--- config.mk ---
export PLATFORM = sky130hd
export DESIGN_NAME = rtc_bus_arbiter
export DESIGN_NICKNAME = d
export VERILOG_FILES = /design/src/rtl/rtc_bus_pkg.sv /design/src/rtl/rtc_refresh_timer.sv /design/src/rtl/rtc_bus_arbiter.sv
export SDC_FILE = /design/constraint.sdc
export NUM_CORES = 1
export LEC_CHECK = 0
export ABC_AREA = 1
export BUFFER_PORTS_ARGS = -buffer_cell sky130_fd_sc_hd__buf_2
export CAP_MARGIN = 20
export CORE_MARGIN = 3
export CORE_UTILIZATION = 47
export CTS_CLUSTER_SIZE = 10
export DETAILED_ROUTE_END_ITERATION = 7
export PLACE_DENSITY = 0.74
export SLEW_MARGIN = 0
export SYNTH_ARGS = -nofsm -noshare
export SYNTH_HDL_FRONTEND = slang
export SYNTH_SLANG_ARGS = --single-unit
export TNS_END_PERCENT = 100
--- constraint.sdc ---
create_clock -name clock -period 2.2 [get_ports clock]
set_clock_uncertainty 0.05 [all_clocks]
set_input_delay 0.11 -clock clock [delete_from_list [all_inputs] [get_ports clock]]
set_output_delay 0.11 -clock clock [all_outputs]
set_load 0.005 [all_outputs]
--- src/rtl/rtc_bus_pkg.sv ---
// Shared types and constants for the RTC bus arbiter slice.
package rtc_bus_pkg;

  typedef enum logic [1:0] {
    IDLE   = 2'd0,
    GNT_RD = 2'd1,
    GNT_WR = 2'd2,
    GAP    = 2'd3
  } arb_state_e;

  // Idle levels for the active-low strobes {ad, wr, rd, cs} and the AD drive value.
  localparam logic [3:0] BUS_IDLE_CTRL = 4'b1111;
  localparam logic [7:0] BUS_IDLE_DATA = 8'h00;

  localparam logic MST_RD = 1'b0;
  localparam logic MST_WR = 1'b1;

  // One master's (or the pad side's) complete bus drive.
  typedef struct packed {
    logic       ad;
    logic       wr;
    logic       rd;
    logic       cs;
    logic [7:0] dout;
    logic       oe;
  } bus_t;

  // Bus value presented to the RTC while nobody owns it: strobes high, AD not driven.
  function automatic bus_t bus_idle();
    bus_t v;
    {v.ad, v.wr, v.rd, v.cs} = BUS_IDLE_CTRL;
    v.dout                   = BUS_IDLE_DATA;
    v.oe                     = 1'b0;
    return v;
  endfunction

endpackage

--- src/rtl/rtc_refresh_timer.sv ---
// Free-running refresh timer: counts 0..REFRESH_CYCLES-1 and pulses tick on the
// terminal count, one cycle per period.
module rtc_refresh_timer #(
  parameter int REFRESH_CYCLES = 1000000
) (
  input  logic clock,
  input  logic reset,
  output logic tick
);

  localparam int CW = (REFRESH_CYCLES > 2) ? $clog2(REFRESH_CYCLES) : 1;
  localparam logic [CW-1:0] C_LAST = CW'(REFRESH_CYCLES - 1);

  logic [CW-1:0] r_count;

  // Period counter, wraps at the terminal count.
  always_ff @(posedge clock) begin
    if (reset) begin
      r_count <= '0;
    end else if (r_count == C_LAST) begin
      r_count <= '0;
    end else begin
      r_count <= r_count + 1'b1;
    end
  end

  assign tick = (r_count == C_LAST);

endmodule

--- src/rtl/rtc_bus_arbiter.sv ---
// Arbiter for the shared RTC address/data bus between the periodic reader
// (master 0) and the configuration writer (master 1), with idle gaps between
// owners and a registered output mux.
// Optional feature macro: RTC_ARB_TIMEOUT_EN (grant-duration timeout with
// forced release and a timeout_err pulse; TIMEOUT_CYCLES exists only then).
module rtc_bus_arbiter
  import rtc_bus_pkg::*;
#(
  parameter int REFRESH_CYCLES = 1000000,
  parameter int GAP_CYCLES     = 4
`ifdef RTC_ARB_TIMEOUT_EN
  ,
  parameter int TIMEOUT_CYCLES = 1024
`endif
) (
  input  logic       clock,
  input  logic       reset,
  input  logic       wr_req,
  output logic       wr_gnt,
  input  logic       wr_done,
  output logic       rd_gnt,
  input  logic       rd_done,
  output logic       refresh_start,
  input  logic       m0_ad,
  input  logic       m0_wr,
  input  logic       m0_rd,
  input  logic       m0_cs,
  input  logic [7:0] m0_dout,
  input  logic       m0_oe,
  input  logic       m1_ad,
  input  logic       m1_wr,
  input  logic       m1_rd,
  input  logic       m1_cs,
  input  logic [7:0] m1_dout,
  input  logic       m1_oe,
  output logic       bus_ad,
  output logic       bus_wr,
  output logic       bus_rd,
  output logic       bus_cs,
  output logic [7:0] bus_dout,
  output logic       bus_oe,
  output logic       busy,
  output logic       timeout_err
);

  localparam int GW = $clog2(GAP_CYCLES) + 1;
  localparam logic [GW-1:0] C_GAP_LAST = GW'(GAP_CYCLES - 1);

  arb_state_e    r_state;
  arb_state_e    w_next_state;
  logic          r_refresh_pend;
  logic          r_last_owner;
  logic [GW-1:0] r_gap_cnt;
  logic          r_wr_gnt;
  logic          r_rd_gnt;
  logic          r_refresh_start;
  logic          r_busy;
  logic          r_timeout_err;
  bus_t          r_bus;
  bus_t          w_bus_next;
  bus_t          w_m0;
  bus_t          w_m1;
  logic          w_tick;
  logic          w_to_hit;
  logic          w_timeout;
  logic          w_enter_rd;
  logic          w_enter_wr;

  assign w_m0 = {m0_ad, m0_wr, m0_rd, m0_cs, m0_dout, m0_oe};
  assign w_m1 = {m1_ad, m1_wr, m1_rd, m1_cs, m1_dout, m1_oe};

  rtc_refresh_timer #(
    .REFRESH_CYCLES(REFRESH_CYCLES)
  ) u_timer (
    .clock(clock),
    .reset(reset),
    .tick (w_tick)
  );

`ifdef RTC_ARB_TIMEOUT_EN
  localparam int TW = $clog2(TIMEOUT_CYCLES) + 1;
  localparam logic [TW-1:0] C_TO_LAST = TW'(TIMEOUT_CYCLES - 1);

  logic [TW-1:0] r_to_cnt;

  // Cycles spent in the current grant; zero on the grant entry edge.
  always_ff @(posedge clock) begin
    if (reset) begin
      r_to_cnt <= '0;
    end else if ((r_state == GNT_RD) || (r_state == GNT_WR)) begin
      r_to_cnt <= r_to_cnt + 1'b1;
    end else begin
      r_to_cnt <= '0;
    end
  end

  assign w_to_hit = (r_to_cnt == C_TO_LAST);
`else
  assign w_to_hit = 1'b0;
`endif

  // Next-state logic: arbitration in IDLE, release on done or timeout, gap countdown.
  always_comb begin
    w_next_state = r_state;
    w_timeout    = 1'b0;
    case (r_state)
      IDLE: begin
        if (r_refresh_pend && wr_req) begin
          w_next_state = (r_last_owner == MST_WR) ? GNT_RD : GNT_WR;
        end else if (r_refresh_pend) begin
          w_next_state = GNT_RD;
        end else if (wr_req) begin
          w_next_state = GNT_WR;
        end else begin
          w_next_state = IDLE;
        end
      end
      GNT_RD: begin
        if (rd_done) begin
          w_next_state = GAP;
        end else if (w_to_hit) begin
          w_next_state = GAP;
          w_timeout    = 1'b1;
        end else begin
          w_next_state = GNT_RD;
        end
      end
      GNT_WR: begin
        if (wr_done) begin
          w_next_state = GAP;
        end else if (w_to_hit) begin
          w_next_state = GAP;
          w_timeout    = 1'b1;
        end else begin
          w_next_state = GNT_WR;
        end
      end
      GAP: begin
        if (r_gap_cnt == C_GAP_LAST) begin
          w_next_state = IDLE;
        end else begin
          w_next_state = GAP;
        end
      end
      default: begin
        w_next_state = IDLE;
      end
    endcase
  end

  assign w_enter_rd = (r_state == IDLE) && (w_next_state == GNT_RD);
  assign w_enter_wr = (r_state == IDLE) && (w_next_state == GNT_WR);

  // Bus source follows the state being entered, so the bus is idle from the release edge.
  always_comb begin
    w_bus_next = bus_idle();
    case (w_next_state)
      GNT_RD:  w_bus_next = w_m0;
      GNT_WR:  w_bus_next = w_m1;
      default: w_bus_next = bus_idle();
    endcase
  end

  // State register.
  always_ff @(posedge clock) begin
    if (reset) begin
      r_state <= IDLE;
    end else begin
      r_state <= w_next_state;
    end
  end

  // Gap length counter, zero on GAP entry.
  always_ff @(posedge clock) begin
    if (reset) begin
      r_gap_cnt <= '0;
    end else if (r_state == GAP) begin
      r_gap_cnt <= r_gap_cnt + 1'b1;
    end else begin
      r_gap_cnt <= '0;
    end
  end

  // Pending refresh request: the sweep starting now absorbs a coincident tick.
  always_ff @(posedge clock) begin
    if (reset) begin
      r_refresh_pend <= 1'b0;
    end else if (w_enter_rd) begin
      r_refresh_pend <= 1'b0;
    end else if (w_tick) begin
      r_refresh_pend <= 1'b1;
    end else begin
      r_refresh_pend <= r_refresh_pend;
    end
  end

  // Remember who was granted last so contention alternates between masters.
  always_ff @(posedge clock) begin
    if (reset) begin
      r_last_owner <= MST_RD;
    end else if (w_enter_rd) begin
      r_last_owner <= MST_RD;
    end else if (w_enter_wr) begin
      r_last_owner <= MST_WR;
    end else begin
      r_last_owner <= r_last_owner;
    end
  end

  // Registered status outputs and bus drive.
  always_ff @(posedge clock) begin
    if (reset) begin
      r_rd_gnt        <= 1'b0;
      r_wr_gnt        <= 1'b0;
      r_refresh_start <= 1'b0;
      r_busy          <= 1'b0;
      r_timeout_err   <= 1'b0;
      r_bus           <= bus_idle();
    end else begin
      r_rd_gnt        <= (w_next_state == GNT_RD);
      r_wr_gnt        <= (w_next_state == GNT_WR);
      r_refresh_start <= w_enter_rd;
      r_busy          <= (w_next_state != IDLE);
      r_timeout_err   <= w_timeout;
      r_bus           <= w_bus_next;
    end
  end

  assign rd_gnt        = r_rd_gnt;
  assign wr_gnt        = r_wr_gnt;
  assign refresh_start = r_refresh_start;
  assign busy          = r_busy;
  assign timeout_err   = r_timeout_err;
  assign bus_ad        = r_bus.ad;
  assign bus_wr        = r_bus.wr;
  assign bus_rd        = r_bus.rd;
  assign bus_cs        = r_bus.cs;
  assign bus_dout      = r_bus.dout;
  assign bus_oe        = r_bus.oe;

endmodule

==> flow_metrics.tcl <==
set metrics [dict create \
    core_um2 3830 \
    cp_data_arrival_time_ns 2.15 \
    post-place-ws_ns 0.226 \
    synth_seq_cells 44 \
    yosysTopAreaCell "dfxtp_1" \
    synth.top_cells.by_area "dfxtp_1 45%, nand2_1 12%, nor2_1 7.1%, nand3_1 6.2%, a21oi_1 5.9%" \
    number_of_iterations_in_the_first_detailed_routing_pass 4 \
    cts.sink_count 44 \
    clk_latency_ns 0.30 \
    synthesis.instances 262 \
    global_route_wire_length_before_repair_um 7680 \
    drv.max_cap_violation_count 0 \
    max_clock_buf_depth 2 \
    maximum_fanout_along_the_worst_path 12 \
    final_layout_size_suffix_gt1_share_pct 22.3 \
    layout.area.seq_um2 881 \
    critPathLaunchType "flip-flop" \
    final.setup.tns_ns 0 \
    violations "negative hold slack" \
    initial_utilization_pct 51.0 \
    synth.net_count 298 \
    tritoncts "yes" \
    die_area_um2 4960 \
    synthesis.area_per_instance_um2 7.45 \
    grt-ovfl-total 0 \
    multi_input_gate_area_in_the_final_layout_um2 925 \
    min-delay-path-class "in2reg" \
    ratio_of_total_power_to_cell_area_nw_per_um2 712 \
    grt_max_degree 21 \
    clock_tree.htree_level_count 2 \
    max_freq_mhz 496 \
    route.final.wire_length_um 4690 \
    gr-usage-all-layers_pct 19.1 \
    layout_setup_ws_ns 0.183 \
    vias_per_cell 5.02 \
    fin_crit_sh_pct 91.7 \
    slew_violations 0 \
    vias 1861 \
    synth_top_area_share_pct 45.2 \
    filler_cell_count 344 \
    fp.dieW_um 70.4 \
    critical_path_class "reg2reg" \
    num_antenna_cells 0 \
    first_iter_violations 103 \
    synth_area_um2 1950 \
    timing.critical_path.required_ns 2.33 \
    buffer_ports.inserted 47 \
    p_leak_nw 0.954 \
    power.ir.vdd_worst_uv 576 \
    antenna_violations_before_repair 0 \
    root_buffer "clkbuf_8" \
    finalSetupViolCount 0 \
    crit_path_end_kind "flip-flop" \
    post_synth_num_cell_types 24 \
    finalHoldWorstSlack_ns -0.00105 \
    first_global_vias 1769 \
    postCtsSetupRepairBufs 0 \
    pin_count 49 \
    clock_pin_transition_on_the_worst_setup_and_hold_timing_paths_ns 0.09 \
    cts_buf_count 5 \
    seq_area_frac_synth_pct 45.2 \
    remaining_drc_errors 0 \
    grt_setup_unrepaired "no" \
    detail_route.wl_per_cell_um 12.6 \
    core.rowCount 22 \
    routabilityCongestion 0.881 \
    result_of_the_run "finished with violations" \
    design.final.nets 358 \
    die_h_um 70.4 \
    route.antenna.remaining_nets 0 \
    finalCriticalPeriod_ns 2.02 \
    timing.final.hold_violations 1 \
    area_growth_syn_to_layout_pct 25.1 \
    yosys_warnings 0 \
    place.detailed.hpwl_um 3230 \
]
[layer usage]
metal  part of all wire, %  GRT usage, %  vias to the layer above  wire, um
met5                     0             0                        -         0
li1                      -             -                      948         -
met1                    42          22.2                      851      1960
met3                   3.8          4.60                       13       177
met4                   2.3          6.60                        0       109
met2                    52          34.0                       49      2450
[worst paths after layout]
kind,slack [ns],cells after the start,to,startpoint
worst min register to register,0.38,1,r_gap_cnt[0]$_SDFF_PP0_,r_gap_cnt[0]$_SDFF_PP0_
worst max register to register,0.18,10,bus_ad$_SDFF_PP1_,r_gap_cnt[0]$_SDFF_PP0_
worst min-delay path,-0.001,3,bus_oe$_SDFF_PP0_,m0_oe
worst max-delay path,0.18,10,bus_ad$_SDFF_PP1_,r_gap_cnt[0]$_SDFF_PP0_
[state kept, by name, summed over array words and instances (netlist names)]
signal / flops
bus_ad: 1
bus_cs: 1
bus_dout: 8
bus_oe: 1
bus_rd: 1
bus_wr: 1
busy: 1
r_gap_cnt: 3
r_last_owner: 1
r_refresh_pend: 1
r_state: 2
rd_gnt: 1
refresh_start: 1
u_timer.r_count: 20
wr_gnt: 1
[placed cells by master, fill, tap and decap left out, drive strengths merged]
master       instances
nand2               62
buf                 51
nor2                45
dfxtp               44
nand3               26
inv                 26
a21oi               23
dlygate4sd3         10
o21ai                5
clkbuf               5
ha                   5
xor2                 4
a221o                4
nor3                 3
xnor2                3
nand4                2
or2                  2
conb                 1
bufinv               1
clkinvlp             1
[logic make-up after synthesis]
logic type | synth area share, %
other | 0.192
AO/OA/AOI/OAI | 9.24
AND/OR/NAND/NOR | 31.5
XOR/XNOR | 3.14
buffers and inverters | 7.57
flip-flops | 45.2
adder cells (fa/ha/maj) | 3.21
[report_power, final]
group | switching (W) | total [W] | leakage (nW) | internal (W)
combinational | 0.000131 | 0.000240 | 0.541 | 0.000110
clock | 0.000293 | 0.000636 | 0.0548 | 0.000342
sequential | 0.0000202 | 0.000861 | 0.358 | 0.000841
total | 0.000444 | 0.00174 | 0.954 | 0.00129
[worst max-delay path, stage by stage, from the launching register on]
cell     delay, ns
dfxtp_1       0.32
ha_1          0.19
ha_1          0.17
nand3_1       0.10
nand2_1       0.07
nand2_2       0.09
inv_2         0.10
ha_1          0.31
nor2_1        0.10
inv_1         0.11
a221o_1       0.29
[cell usage after synthesis, drive strengths merged]
cell type and count:
nand4 2, xor2 4, buf 6, a221o 4
dfxtp 44, inv 25, ha 5, nor2 45
a21oi 23, clkbuf 2, nand3 26, conb 1
nand2 62, o21ai 5, or2 2, nor3 3
xnor2 3
[stage by stage]
stage	hold WS (ns)	utilization (%)	total power, W	instance area, um^2	std cells
final	-0.00105	63.8	0.00174	2440	371
after CTS	0.000933	63.7	0.00173	2440	371
after detailed placement	0.295	58.1	0.00110	2220	353
after global placement	0.290	58.1	0.00109	2220	353
after global routing	0.00488	63.8	0.00180	2440	371
after floorplan	0.194	-	0.00101	1950	262
[what timing repair did]
action | in CTS | in global routing
hold endpoints to repair | 7 | 0
setup endpoints to repair | 0 | 1
resized for setup | 0 | 1
hold buffers | 10 | 0
[layout make-up]
cell class,instances,share of cell area (%)
clock inverters,3,1.90
flip-flops and latches,44,36.1
clock buffers,5,2.82
multi-input cells,185,37.9
well taps,48,2.46
inverters,25,3.85
repair buffers,61,15.0
Note: power is estimated with default switching activity, not from simulation.
